--- src/rtl/dc_offset_restore_if.sv ---
// Sample/offset bus between the DSP chain and the DC offset restore stage.
// The master drives samples and offset loads; the slave returns DAC codes and status.
interface dc_offset_restore_if #(
    parameter int DATA_WIDTH     = 12,
    parameter int CLIP_CNT_WIDTH = 16
);
    logic                        in_valid;
    logic signed [DATA_WIDTH:0]  data_in;
    logic [DATA_WIDTH-1:0]       offset_in;
    logic                        offset_load;
    logic [DATA_WIDTH-1:0]       data_out;
    logic                        out_valid;
    logic                        clip;
    logic [CLIP_CNT_WIDTH-1:0]   clip_count;
    logic                        ramp_done;

    modport master (
        output in_valid, data_in, offset_in, offset_load,
        input  data_out, out_valid, clip, clip_count, ramp_done
    );

    modport slave (
        input  in_valid, data_in, offset_in, offset_load,
        output data_out, out_valid, clip, clip_count, ramp_done
    );
endinterface

--- src/rtl/dc_offset_restore.sv ---
// Re-adds a ramped DC offset to zero-mean samples and saturates to unsigned DAC codes.
// Two-stage pipeline: offset add, then clamp; the offset slews toward its target per accepted sample.
module dc_offset_restore #(
    parameter int DATA_WIDTH     = 12,
    parameter int DEFAULT_OFFSET = 2048,
    parameter int RAMP_STEP      = 1,
    parameter int CLIP_CNT_WIDTH = 16
) (
    input  logic                 adc_clk,
    input  logic                 rst,
    dc_offset_restore_if.slave   bus
);

    typedef enum logic [0:0] {
        ST_RAMP   = 1'b0,
        ST_LOCKED = 1'b1
    } state_t;

    // A step larger than the full code range behaves like an instant jump to the target.
    localparam int STEP_SAT = (RAMP_STEP > (1 << DATA_WIDTH)) ? (1 << DATA_WIDTH) : RAMP_STEP;
    localparam logic [DATA_WIDTH:0]   STEP_C      = (DATA_WIDTH+1)'(STEP_SAT);
    localparam logic [DATA_WIDTH-1:0] DEF_OFFSET_C = DATA_WIDTH'(DEFAULT_OFFSET);

    state_t                       state_r;
    state_t                       state_nxt_s;
    logic [DATA_WIDTH-1:0]        cur_offset_r;
    logic [DATA_WIDTH-1:0]        cur_offset_nxt_s;
    logic [DATA_WIDTH-1:0]        target_r;
    logic [DATA_WIDTH-1:0]        target_nxt_s;
    logic [DATA_WIDTH:0]          diff_up_s;
    logic [DATA_WIDTH:0]          diff_dn_s;
    logic                         ramp_done_r;

    logic                         valid1_r;
    logic signed [DATA_WIDTH+1:0] sum_r;
    logic                         sat_hi_s;
    logic                         sat_lo_s;

    logic [DATA_WIDTH-1:0]        data_out_r;
    logic                         out_valid_r;
    logic                         clip_r;
    logic [CLIP_CNT_WIDTH-1:0]    clip_count_r;

    assign diff_up_s = {1'b0, target_r} - {1'b0, cur_offset_r};
    assign diff_dn_s = {1'b0, cur_offset_r} - {1'b0, target_r};

    // Offset slew: move toward the current target by at most one step per accepted sample.
    always_comb begin
        cur_offset_nxt_s = cur_offset_r;
        if (bus.in_valid) begin
            if (target_r > cur_offset_r) begin
                if (diff_up_s > STEP_C) begin
                    cur_offset_nxt_s = cur_offset_r + STEP_C[DATA_WIDTH-1:0];
                end else begin
                    cur_offset_nxt_s = target_r;
                end
            end else if (target_r < cur_offset_r) begin
                if (diff_dn_s > STEP_C) begin
                    cur_offset_nxt_s = cur_offset_r - STEP_C[DATA_WIDTH-1:0];
                end else begin
                    cur_offset_nxt_s = target_r;
                end
            end else begin
                cur_offset_nxt_s = cur_offset_r;
            end
        end else begin
            cur_offset_nxt_s = cur_offset_r;
        end
    end

    // Next-state logic; a load is judged against the post-step offset of the same edge.
    always_comb begin
        state_nxt_s  = state_r;
        target_nxt_s = target_r;
        if (bus.offset_load) begin
            target_nxt_s = bus.offset_in;
        end else begin
            target_nxt_s = target_r;
        end
        case (state_r)
            ST_RAMP: begin
                if (bus.offset_load) begin
                    state_nxt_s = (bus.offset_in == cur_offset_nxt_s) ? ST_LOCKED : ST_RAMP;
                end else if (cur_offset_nxt_s == target_r) begin
                    state_nxt_s = ST_LOCKED;
                end else begin
                    state_nxt_s = ST_RAMP;
                end
            end
            ST_LOCKED: begin
                if (bus.offset_load && (bus.offset_in != cur_offset_nxt_s)) begin
                    state_nxt_s = ST_RAMP;
                end else begin
                    state_nxt_s = ST_LOCKED;
                end
            end
            default: begin
                state_nxt_s = ST_RAMP;
            end
        endcase
    end

    // Offset control registers: state, applied offset, target and lock flag.
    always_ff @(posedge adc_clk) begin
        if (rst) begin
            state_r      <= ST_RAMP;
            cur_offset_r <= '0;
            target_r     <= DEF_OFFSET_C;
            ramp_done_r  <= 1'b0;
        end else begin
            state_r      <= state_nxt_s;
            cur_offset_r <= cur_offset_nxt_s;
            target_r     <= target_nxt_s;
            ramp_done_r  <= (state_nxt_s == ST_LOCKED);
        end
    end

    // Stage 1: widen and add the pre-edge applied offset.
    always_ff @(posedge adc_clk) begin
        if (rst) begin
            valid1_r <= 1'b0;
            sum_r    <= '0;
        end else begin
            valid1_r <= bus.in_valid;
            if (bus.in_valid) begin
                sum_r <= $signed({bus.data_in[DATA_WIDTH], bus.data_in})
                       + $signed({2'b00, cur_offset_r});
            end else begin
                sum_r <= sum_r;
            end
        end
    end

    assign sat_lo_s = sum_r[DATA_WIDTH+1];
    assign sat_hi_s = ~sum_r[DATA_WIDTH+1] & sum_r[DATA_WIDTH];

    // Stage 2: clamp to the DAC range, flag clipping and count it without wrapping.
    always_ff @(posedge adc_clk) begin
        if (rst) begin
            data_out_r   <= '0;
            out_valid_r  <= 1'b0;
            clip_r       <= 1'b0;
            clip_count_r <= '0;
        end else begin
            out_valid_r <= valid1_r;
            if (valid1_r) begin
                if (sat_lo_s) begin
                    data_out_r <= '0;
                    clip_r     <= 1'b1;
                end else if (sat_hi_s) begin
                    data_out_r <= '1;
                    clip_r     <= 1'b1;
                end else begin
                    data_out_r <= sum_r[DATA_WIDTH-1:0];
                    clip_r     <= 1'b0;
                end
                if ((sat_lo_s || sat_hi_s) && (clip_count_r != '1)) begin
                    clip_count_r <= clip_count_r + 1'b1;
                end else begin
                    clip_count_r <= clip_count_r;
                end
            end else begin
                data_out_r   <= data_out_r;
                clip_r       <= 1'b0;
                clip_count_r <= clip_count_r;
            end
        end
    end

    assign bus.data_out   = data_out_r;
    assign bus.out_valid  = out_valid_r;
    assign bus.clip       = clip_r;
    assign bus.clip_count = clip_count_r;
    assign bus.ramp_done  = ramp_done_r;

endmodule

--- src/flat_wrapper.sv ---
// flat-port wrapper written by rule: the top's interface ports become plain ports
module dc_offset_restore_flat 
#(
    parameter int DATA_WIDTH     = 12,
    parameter int DEFAULT_OFFSET = 2048,
    parameter int RAMP_STEP      = 1,
    parameter int CLIP_CNT_WIDTH = 16
)
  (adc_clk, rst, bus_in_valid, bus_data_in, bus_offset_in, bus_offset_load, bus_data_out, bus_out_valid, bus_clip, bus_clip_count, bus_ramp_done);
  dc_offset_restore_if #(.DATA_WIDTH(DATA_WIDTH), .CLIP_CNT_WIDTH(CLIP_CNT_WIDTH)) bus_i ();
  input  logic adc_clk;
  input  logic rst;
  input wire logic [$bits(bus_i.in_valid)-1:0] bus_in_valid;
  input wire logic [$bits(bus_i.data_in)-1:0] bus_data_in;
  input wire logic [$bits(bus_i.offset_in)-1:0] bus_offset_in;
  input wire logic [$bits(bus_i.offset_load)-1:0] bus_offset_load;
  output wire logic [$bits(bus_i.data_out)-1:0] bus_data_out;
  output wire logic [$bits(bus_i.out_valid)-1:0] bus_out_valid;
  output wire logic [$bits(bus_i.clip)-1:0] bus_clip;
  output wire logic [$bits(bus_i.clip_count)-1:0] bus_clip_count;
  output wire logic [$bits(bus_i.ramp_done)-1:0] bus_ramp_done;
  assign bus_i.in_valid = bus_in_valid;
  assign bus_i.data_in = bus_data_in;
  assign bus_i.offset_in = bus_offset_in;
  assign bus_i.offset_load = bus_offset_load;
  assign bus_data_out = bus_i.data_out;
  assign bus_out_valid = bus_i.out_valid;
  assign bus_clip = bus_i.clip;
  assign bus_clip_count = bus_i.clip_count;
  assign bus_ramp_done = bus_i.ramp_done;
  dc_offset_restore #(.DATA_WIDTH(DATA_WIDTH), .DEFAULT_OFFSET(DEFAULT_OFFSET), .RAMP_STEP(RAMP_STEP), .CLIP_CNT_WIDTH(CLIP_CNT_WIDTH)) u_core (.adc_clk(adc_clk), .rst(rst), .bus(bus_i));
endmodule
--- config.mk ---
export PLATFORM = sky130hd
export DESIGN_NAME = dc_offset_restore_flat
export DESIGN_NICKNAME = d
export VERILOG_FILES = /design/src/rtl/dc_offset_restore_if.sv /design/src/rtl/dc_offset_restore.sv /design/src/flat_wrapper.sv
export SDC_FILE = /design/constraint.sdc
export NUM_CORES = 1
export LEC_CHECK = 0
export ABC_AREA = 0
export CORE_UTILIZATION = 35
export DETAILED_ROUTE_END_ITERATION = 6
export PLACE_DENSITY = 0.52
export SYNTH_ARGS = -nofsm -noshare
export SYNTH_HDL_FRONTEND = slang
export SYNTH_SLANG_ARGS = --single-unit
--- constraint.sdc ---
create_clock -name adc_clk -period 12.65 [get_ports adc_clk]
set_input_delay 1.265 -clock adc_clk [delete_from_list [all_inputs] [get_ports adc_clk]]
set_output_delay 1.265 -clock adc_clk [all_outputs]
set_load 0.01 [all_outputs]
After elaboration in Yosys (flattened, before gate mapping). Cells that the tools add are included.

Bits in registers: 70. Bits of input ports: 29. Output and inout bits: 31. Word-level logic and storage cells: 46.

$add $sub $neg: 6. $lt $le $gt $ge: 4. Equal/unequal tests: 4. Muxes and demuxes: 14. Bitwise operators: 4. Reduce and logical (&&, ||, !) cells: 5.

Operators by type and width (count): 12-bit 2-to-1 mux (7); 13-bit by 1-bit > comparator with 1-bit output (second input constant) (2); 12-bit by 12-bit subtractor with 13-bit output (2); 12-bit == test (2); 16-bit by 1-bit adder with 16-bit output (second input constant) (1); 16-bit inequality test (second input constant) (1); 13-bit by 13-bit adder with 14-bit output (1); 12-bit by 1-bit adder with 12-bit output (second input constant) (1); 12-bit > comparator (1); 12-bit less-than comparator (1); 12-bit inequality test (1); 12-bit by 1-bit subtractor with 12-bit output (second input constant) (1); 1-bit 2-to-1 mux (6); 1-bit inverter (3); 1-bit logical AND (2); 1-bit one-hot mux with 2 select lines (1); 2-bit AND reduction (1); 2-bit OR reduction (1); 1-bit bitwise AND (1); 1-bit logical OR (1).

Longest topological paths before layout. Gate-level depths: netlist (run 1).

Depth after elaboration: 10. Mapped depth: 17. Depth with buffers taken out: 15.

Worst setup path after synthesis (run 1). No wires, ideal clock.

Kind: reg-to-reg. Start: register u_core.cur_offset_r[0]. End: register u_core.state_r. Setup time: 101 ps. Arrival: 4133 ps. Data required time: 12549 ps. Path slack: 8416 ps. Cell stages (with the launch flop): 18. Buffers on the path: 2. Clock period less this slack: 4234 ps. Cell sequence: dfxtp_1 clkbuf_1 inv_1 ha_1 fa_1 nand2b_1 a21oi_1 mux2i_1 o2111ai_1 or4b_1 or3_1 buf_2 o2bb2a_4 o21ai_1 mux2i_1 a2111oi_0 a31oi_1 o41ai_1.

Cells in the longest elaborated chain, start to end: 10. Elaborated cells on any way between the ends: 22. Those cells by class: add/sub (4); order compare (4); eq/ne (3); mux (10); reduce/logical (1).

RTL lines: from (decl) (line dc_offset_restore.sv:26) `logic [DATA_WIDTH-1:0] cur_offset_r;`; from (signal assigned) (line dc_offset_restore.sv:112) `cur_offset_r <= cur_offset_nxt_s;`; 12-bit by 12-bit subtractor with 13-bit output (line dc_offset_restore.sv:45) `assign diff_dn_s = {1'b0, cur_offset_r} - {1'b0, target_r};`; 13-bit by 1-bit > comparator with 1-bit output (line dc_offset_restore.sv:58) `if (diff_dn_s > STEP_C) begin`; 12-bit 2-to-1 mux (line dc_offset_restore.sv:58); 12-bit 2-to-1 mux (line dc_offset_restore.sv:57) `end else if (target_r < cur_offset_r) begin`; 12-bit 2-to-1 mux (line dc_offset_restore.sv:51) `if (target_r > cur_offset_r) begin`; 12-bit 2-to-1 mux (*) (line dc_offset_restore.sv:50) `if (bus.in_valid) begin`; 12-bit == test, or another cell as far along (line dc_offset_restore.sv:84) `end else if (cur_offset_nxt_s == target_r) begin`; 1-bit 2-to-1 mux, or another cell as far along (line dc_offset_restore.sv:84); 1-bit 2-to-1 mux, on equally long branches (line dc_offset_restore.sv:82, dc_offset_restore.sv:91); 1-bit one-hot mux with 2 select lines (*) (line dc_offset_restore.sv:80) `case (state_r)`; to (signal assigned) (line dc_offset_restore.sv:111) `state_r <= state_nxt_s;`; to (decl) (line dc_offset_restore.sv:24) `state_t state_r;`.

Mark *: on every way between the ends. The rest lies on a longest branch, timed or not. A chain may end at the register's enable or synchronous reset.

Worst setup path in the final report (run 1).
Start: register u_core.cur_offset_r[7]. End: register u_core.state_r.

The elaborated chain is that of the path after synthesis.

==> key figures, run 1 <==
Run status
  – Status: completed

Pwr
  – Switching power share of the total: 38.72%
  – Clock share of power: 29.7%
  – Power after layout: 0.8147 mW
  – P_int: 0.4993 mW
  – Static Leakage: 2.867 nW
  – Sw power: 0.3155 mW
  – Sequential Power Share: 31.1%
  – PD cells: 109.5 mW/mm2
  – Max IR drop VDD: 0.0001163 V
  – Part of the total power dissipated in combinational logic: 39.2%

Clocking
  – H-tree levels: 3
  – CTS Buffer Depth: 2
  – Post-CTS clock slew at the launch and capture registers of the worst setup and hold paths: 0.05 ns
  – Clock buffer count from CTS: 9
  – Number of buffers added to fix hold violations after cts: 0
  – Clock Root Buffer: sky130_fd_sc_hd__clkbuf_16
  – Worst skew pair latency: 0.34 ns
  – TritonCTS clock tree: yes
  – PostCTS Resize Cnt: 0
  – Setup Fix Bufs, Post-CTS: 0
  – Sinks on the clock net: 70

STA
  – Final-report setup violation count: 0
  – Setup repair after global routing missed its margin: false
  – Actual slew at the worst max-slew pin: 1.068 ns
  – Fin Setup TNS: 0 ns
  – Crit path setup slack, layout: 7.168 ns
  – Worst slew margin relative to its limit: 27.90%
  – Layout Skew: 0.008677 ns
  – Achievable frequency: 182.4 MHz
  – Count of endpoints failing hold in the final timing report: 0
  – Final number of max-transition violations: 0
  – Post-route minimum period: 5.482 ns
  – Period Utilization, post-route: 43.33%

Floorplanning
  – Total die area: 0.01896 mm2
  – Boundary Pins: 60
  – Die boundary width: 137.7 um
  – Row count: 49
  – Starting density of the core: 35.75%
  – Die outline height: 137.7 um
  – Core area: 0.01802 mm2

Logic synthesis
  – Cell type contributing the most total cell area after synthesis: sky130_fd_sc_hd__dfxtp_1
  – Register bit total from synthesis: 70
  – Biggest area contributors in the synthesized netlist: sky130_fd_sc_hd__dfxtp_1 (22%), sky130_fd_sc_hd__ha_1 (7.6%), sky130_fd_sc_hd__nor2_1 (6.8%), sky130_fd_sc_hd__mux2i_1 (5.7%), sky130_fd_sc_hd__xnor2_1 (5.2%)
  – Share of synthesized area occupied by flip-flops and latches: 21.75%
  – Synthesized Nets: 910
  – Most instantiated flip-flop cell in the synthesis netlist: sky130_fd_sc_hd__dfxtp_1
  – Number of different library cells in the post-synthesis netlist: 85
  – Number of flops mapped to enable cells by yosys: 0
  – Most frequent cells after synthesis: sky130_fd_sc_hd__nor2_1 (117), sky130_fd_sc_hd__dfxtp_1 (70), sky130_fd_sc_hd__a21oi_1 (57)
  – Yosys warning count: 0
  – Mapped Area: 0.006444 mm2
  – Post-synth ARST share: 0%
  – Number of standard cells after synthesis: 839
  – Mean area per synthesized cell: 7.680 um2
  – Most frequent cell after synthesis: sky130_fd_sc_hd__nor2_1
  – Fraction of post-synthesis cell area in the top cell type by area: 21.75%

Layout
  – Area overhead of the layout relative to synthesis: 15.50%
  – Share of cells above drive strength 1: 7.102%
  – Nets: 939
  – Number of diodes added for antenna fixing: 0

Worst setup path
  – Critical R2R Launch: u_core.cur_offset_r[7]$_SDFF_PP0_
  – Critical path start-end classification: reg -> reg
  – Setup crit start: u_core.cur_offset_r[7]$_SDFF_PP0_
  – CP Cell Sequence: inv_1 > ha_1 > a21oi_2 > o21ai_0 > a221o_1 > o21ai_1 > nand2b_1 > a21oi_1 > nor2_1 > nor4b_1 > nand4_1 > a2111oi_0 > nand4_1 > o41ai_1
  – Depth of the worst register-to-register path: 14
  – Maximum fanout encountered on the critical timing path: 15
  – Worst R2R End: u_core.state_r$_SDFF_PP0_
  – Data arrival time of the critical path: 5.71 ns
  – Critical Path End: u_core.state_r$_SDFF_PP0_
  – Slowest stage cell, crit path: sky130_fd_sc_hd__a21oi_1
  – Endpoint kind of the worst setup timing path: register
  – Required time reported for the critical path endpoint: 12.88 ns
  – Reg2reg setup slack: 7.17 ns
  – Type of origin of the critical path: register
  – Critical Path Max Stage Delay: 0.98 ns
  – Cell repeated most along the worst path: sky130_fd_sc_hd__nand4_1

Detailed routing
  – Count of nets left with antenna violations after detail routing: 0
  – DR vias/cell: 5.820
  – Detail-routed net length per standard cell: 20.77 um
  – Total number of vias: 6414
  – DRC viols: 0
  – DRT Wirelength: 22890 um
  – Drt first-iter violations: 553
  – First-pass iteration count of the detailed router: 5

Global routing
  – Largest net degree at the start of global routing: 72
  – First-pass GRT wire length: 35330 um
  – Number of antenna violations at the first check in global routing: 0
  – Total global routing overflow: 0
  – Aggregate global-route resource usage: 24.84%
  – Via count of the first global-routing pass: 6158

Placement
  – Worst slack at placement: 7.410 ns
  – Final GP Congestion: 0.9479
  – HPWL Detailed: 17150 um
  – Quantity of I/O buffers inserted on ports: 59

Min path
  – Min-Delay Path Class: reg -> reg
  – Worst hold path cell count: 2

Flow run
  – MaxCap Viol Count: 0
-- worst max-delay path: cells and delay by family, from the launching register on --
family                   cells  cell delay (ns)
flip-flops                   1             0.75
adder cells (fa/ha/maj)      1             0.33
AND/OR/NAND/NOR              5             1.26
AO/OA/AOI/OAI                7             2.72
buffers and inverters        1             0.29
-- cell families after synthesis --
group | synth area share [%]
buffers and inverters | 6.039
xor gates and xnor gates | 8.155
muxes | 6.155
adders and majority gates | 8.505
AOI/OAI and AO/OA | 26.95
and+or+nand+nor | 22.45
DFF | 21.75
-- layout by cell type (no fill, tap or decap), types with 5 or more instances in the layout --
master	instances
sky130_fd_sc_hd__buf_4	9
sky130_fd_sc_hd__nor2b_1	8
sky130_fd_sc_hd__xor2_1	22
sky130_fd_sc_hd__inv_1	43
sky130_fd_sc_hd__nand3_1	33
sky130_fd_sc_hd__clkdlybuf4s50_1	58
sky130_fd_sc_hd__mux2i_1	37
sky130_fd_sc_hd__clkbuf_16	9
sky130_fd_sc_hd__and3_1	11
sky130_fd_sc_hd__or3_1	7
sky130_fd_sc_hd__nor4_1	7
sky130_fd_sc_hd__o22ai_1	10
sky130_fd_sc_hd__o21ai_0	45
sky130_fd_sc_hd__o2111ai_1	6
sky130_fd_sc_hd__a221o_1	6
sky130_fd_sc_hd__nand4_1	10
sky130_fd_sc_hd__nand2_1	41
sky130_fd_sc_hd__a21oi_1	57
sky130_fd_sc_hd__nand2b_1	9
sky130_fd_sc_hd__xnor2_1	38
sky130_fd_sc_hd__o21bai_1	5
sky130_fd_sc_hd__nor2_1	117
sky130_fd_sc_hd__nor3_1	15
sky130_fd_sc_hd__ha_1	39
sky130_fd_sc_hd__a211oi_1	7
sky130_fd_sc_hd__o21ai_1	20
sky130_fd_sc_hd__a21oi_2	5
sky130_fd_sc_hd__nand3b_1	5
sky130_fd_sc_hd__a221oi_1	7
sky130_fd_sc_hd__o21a_1	8
sky130_fd_sc_hd__dfxtp_1	70
sky130_fd_sc_hd__a21o_1	10
-- worst min path at each step --
stage                                       from                           end  slack (ns)
finish              u_core.sum_r[4]$_SDFFE_PP0P_  u_core.sum_r[4]$_SDFFE_PP0P_        0.48
floorplan           u_core.sum_r[4]$_SDFFE_PP0P_  u_core.sum_r[4]$_SDFFE_PP0P_        0.44
global route        u_core.sum_r[6]$_SDFFE_PP0P_  u_core.sum_r[6]$_SDFFE_PP0P_        0.49
global placement    u_core.sum_r[6]$_SDFFE_PP0P_  u_core.sum_r[6]$_SDFFE_PP0P_        0.46
detailed placement  u_core.sum_r[4]$_SDFFE_PP0P_  u_core.sum_r[4]$_SDFFE_PP0P_        0.47
CTS                 u_core.sum_r[4]$_SDFFE_PP0P_  u_core.sum_r[4]$_SDFFE_PP0P_        0.48
-- flip-flops by register name (all words and copies together) (netlist names) --
signal	count
u_core.target_r	12
u_core.sum_r	14
u_core.valid1_r	1
u_core.state_r	1
u_core.bus.clip_count	16
u_core.bus.out_valid	1
u_core.bus.data_out	12
u_core.cur_offset_r	12
u_core.bus.clip	1
-- through the flow --
stage                     std cells  area, um2  hold WS [ns]  util [%]
after floorplan                 839       6444        0.4414         -
after global placement         1086       7156        0.4635     39.70
after detailed placement       1086       7156        0.4675     39.70
after CTS                      1102       7442        0.4800     41.29
after global routing           1102       7442        0.4910     41.29
final                          1102       7442        0.4806     41.29
-- routing by layer --
layer  vias up  wire [um]  track usage [%]
met5         -          0                0
met4         0        794            10.74
met3        59       1348            3.900
li1       3100          -                -
met1      2995      10510            32.91
met2       260      10240            39.59
-- area by class of cell --
cell class                      count  area (um2)
Fill cell                        1935       10580
Multi-Input combinational cell    676        4653
Sequential cell                    70        1401
Timing Repair Buffer               68       653.1
Tap cell                          229       286.5
Clock buffer                       11       252.7
Inverter                           43       161.4
Clock inverter                      5       33.78
-- power by group through the flow --
| stage | Sequential, mW | Combinational [mW] | Clock (mW) |
|---|---|---|---|
| floorplan | 0.246 | 0.232 | 0 |
| global placement | 0.258 | 0.317 | 0 |
| detailed placement | 0.258 | 0.311 | 0 |
| CTS | 0.253 | 0.313 | 0.247 |
| global route | 0.255 | 0.347 | 0.257 |
| finish | 0.254 | 0.319 | 0.242 |
Power figures use the tool's default switching activity.
==> run 2, diff against run 1 <==
PLACE_DENSITY = 0.54   (was 0.52)
clock period = 4.6 ns   (was 12.65 ns; I/O delays follow)
==> run 2 against run 1 <==
Sequential cell count did not move. Critical path type unchanged. Clock-buffer cell count fell by 2. Via count rose by 5.6%.
==> key figures, run 2 (same netlist as run 1, synthesis figures left out) <==
Floorplanning
  – Row count: 49 (unchanged)
  – Total die area: 0.01896 mm2 (unchanged)
  – Core area: 0.01802 mm2 (unchanged)
  – Starting density of the core: 35.75% (unchanged)
  – Die boundary width: 137.7 um (unchanged)
  – Die outline height: 137.7 um (unchanged)
  – Boundary Pins: 60 (unchanged)

Global routing
  – Via count of the first global-routing pass: 6560 (+6.5%)
  – First-pass GRT wire length: 36410 um (+3.1%)
  – Number of antenna violations at the first check in global routing: 0 (unchanged)
  – Aggregate global-route resource usage: 25.48% (+0.63 points)
  – Total global routing overflow: 0 (unchanged)
  – Largest net degree at the start of global routing: 37 (-49%)

Worst setup path
  – Reg2reg setup slack: 0.14 ns (-7.03 ns)
  – Endpoint kind of the worst setup timing path: register
  – Critical Path End: u_core.state_r$_SDFF_PP0_
  – Maximum fanout encountered on the critical timing path: 13 (-2)
  – Required time reported for the critical path endpoint: 4.85 ns (-8.03 ns)
  – Critical path start-end classification: reg -> reg
  – Depth of the worst register-to-register path: 15 (+1)
  – Worst R2R End: u_core.state_r$_SDFF_PP0_
  – Data arrival time of the critical path: 4.71 ns (-1.00 ns)
  – Critical R2R Launch: u_core.cur_offset_r[0]$_SDFF_PP0_
  – Type of origin of the critical path: register
  – Setup crit start: u_core.cur_offset_r[0]$_SDFF_PP0_

STA
  – Actual slew at the worst max-slew pin: 0.7919 ns (-0.2761 ns)
  – Achievable frequency: 224.1 MHz (+23%)
  – Post-route minimum period: 4.461 ns (-1.020 ns)
  – Final number of max-transition violations: 0 (unchanged)
  – Period Utilization, post-route: 96.99% (+54 points)
  – Fin Setup TNS: 0 ns (unchanged)
  – Count of endpoints failing hold in the final timing report: 0 (unchanged)
  – Final-report setup violation count: 0 (unchanged)
  – Worst slew margin relative to its limit: 47.21% (+19 points)
  – Layout Skew: 0.007864 ns (-0.0008130 ns)

Detailed routing
  – Detail-routed net length per standard cell: 20.14 um (-3.1%)
  – DRT Wirelength: 23260 um (+1.6%)
  – DR vias/cell: 5.861 (+0.71%)
  – First-pass iteration count of the detailed router: 5 (unchanged)
  – Total number of vias: 6770 (+5.6%)
  – Drt first-iter violations: 613 (+11%)
  – Count of nets left with antenna violations after detail routing: 0 (unchanged)
  – DRC viols: 0 (unchanged)

Clocking
  – Clock buffer count from CTS: 9 (unchanged)
  – Post-CTS clock slew at the launch and capture registers of the worst setup and hold paths: 0.07 ns (+0.02 ns)
  – Worst skew pair latency: 0.34 ns (about the same)
  – CTS Buffer Depth: 2 (unchanged)
  – Number of buffers added to fix hold violations after cts: 0 (unchanged)
  – Clock Root Buffer: sky130_fd_sc_hd__clkbuf_16
  – H-tree levels: 3 (unchanged)
  – TritonCTS clock tree: yes
  – Sinks on the clock net: 70 (unchanged)

Layout
  – Most used cells in the layout excluding fill and tap cells: sky130_fd_sc_hd__nor2_1 (117), sky130_fd_sc_hd__dfxtp_1 (69), sky130_fd_sc_hd__buf_4 (62)
  – Flip-flop count of the largest register after layout: 16 (unchanged)
  – Fill cells: 1860 (-3.9%)
  – Area taken by multi-input logic gates: 0.004686 mm2 (+0.70%)
  – Area overhead of the layout relative to synthesis: 22.74%
  – Number of diodes added for antenna fixing: 0 (unchanged)
  – Leading cell type in the layout, fill and taps excluded: sky130_fd_sc_hd__nor2_1
  – Register cell area after layout: 0.001403 mm2 (about the same)
  – Post-route cell area: 0.007909 mm2 (+6.3%)
  – Share of cells above drive strength 1: 13.28% (+6.2 points)
  – Nets: 992 (+5.6%)

Pwr
  – PD cells: 302.9 mW/mm2 (+180%)
  – Static Leakage: 3.139 nW (+9.5%)
  – Max IR drop VDD: 0.0002086 V (+79%)

Placement
  – Final GP Congestion: 0.9588 (+1.1%)
  – Quantity of I/O buffers inserted on ports: 59 (unchanged)
  – Placed cell areas: 0.007553 mm2 (+5.6%)
  – HPWL Detailed: 17860 um (+4.1%)

Run status
  – Status: completed

Min path
  – Worst hold path cell count: 2 (unchanged)
  – Min-Delay Path Class: reg -> reg

Flow run
  – MaxCap Viol Count: 0 (unchanged)
==> run 2: worst min path at each step <==
stage                                         to                          from  slack, ns
floorplan           u_core.sum_r[4]$_SDFFE_PP0P_  u_core.sum_r[4]$_SDFFE_PP0P_       0.44
global placement    u_core.sum_r[4]$_SDFFE_PP0P_  u_core.sum_r[4]$_SDFFE_PP0P_       0.45
detailed placement  u_core.sum_r[4]$_SDFFE_PP0P_  u_core.sum_r[4]$_SDFFE_PP0P_       0.46
CTS                 u_core.sum_r[4]$_SDFFE_PP0P_  u_core.sum_r[4]$_SDFFE_PP0P_       0.47
global route        u_core.sum_r[4]$_SDFFE_PP0P_  u_core.sum_r[4]$_SDFFE_PP0P_       0.48
finish              u_core.sum_r[4]$_SDFFE_PP0P_  u_core.sum_r[4]$_SDFFE_PP0P_       0.46
==> run 2: per-stage QoR <==
stage	hold slack (ns)	total power [mW]	worst slack, ns	cells	util (%)
after global placement	0.4527	1.619	0.05274	1139	41.91
final	0.4628	2.396	0.1387	1155	43.88
after CTS	0.4688	2.382	0.06599	1155	43.69
after floorplan	0.4414	1.315	0.3664	839	-
after global routing	0.4842	2.518	-0.01944	1155	43.88
after detailed placement	0.4578	1.605	0.08388	1139	41.91
==> run 2: critical path, stage by stage (launching register included) <==
cell and delay (ns):
sky130_fd_sc_hd__dfxtp_1 0.31, sky130_fd_sc_hd__buf_4 0.19, sky130_fd_sc_hd__ha_1 0.23, sky130_fd_sc_hd__fa_1 0.41, sky130_fd_sc_hd__xor2_1 0.26, sky130_fd_sc_hd__o221a_1 0.22, sky130_fd_sc_hd__nand4_1 0.10, sky130_fd_sc_hd__or4_4 0.55
sky130_fd_sc_hd__a2111o_1 0.49, sky130_fd_sc_hd__o21ai_1 0.16, sky130_fd_sc_hd__a21oi_1 0.10, sky130_fd_sc_hd__a32oi_1 0.27, sky130_fd_sc_hd__or4b_1 0.51, sky130_fd_sc_hd__a32oi_2 0.35, sky130_fd_sc_hd__a31oi_1 0.13, sky130_fd_sc_hd__o41ai_1 0.08
==> run 2: timing repair <==
item,4_1_cts,5_1_grt
setup endpoints to repair,0,1
gates resized for setup,0,8
endpoints found under the hold margin,0,0
buffers inserted,0,0
==> run 2: cell type report <==
| cell class | count | area share (%) |
|---|---|---|
| multi-input cells | 676 | 59.25 |
| flip-flops and latches | 70 | 17.73 |
| repair buffers | 121 | 13.29 |
| well taps | 229 | 3.623 |
| clock buffers | 9 | 2.848 |
| inverters | 43 | 2.041 |
| clock inverters | 7 | 1.218 |
==> run 2: power by group <==
group	leakage, nW	switching [mW]	internal, mW
combinational	2.42	0.572	0.387
clock	0.148	0.291	0.476
sequential	0.573	0.0300	0.639
total	3.14	0.893	1.50
==> run 2: layer usage <==
layer	share of wire [%]	global-route usage, %	wire [um]	vias to the layer above
li1	-	-	-	3214
met1	44	33.04	10270	3143
met2	43	39.22	10100	335
met3	7.5	5.261	1749	78
met4	4.9	13.86	1146	0
met5	0	0	0	-
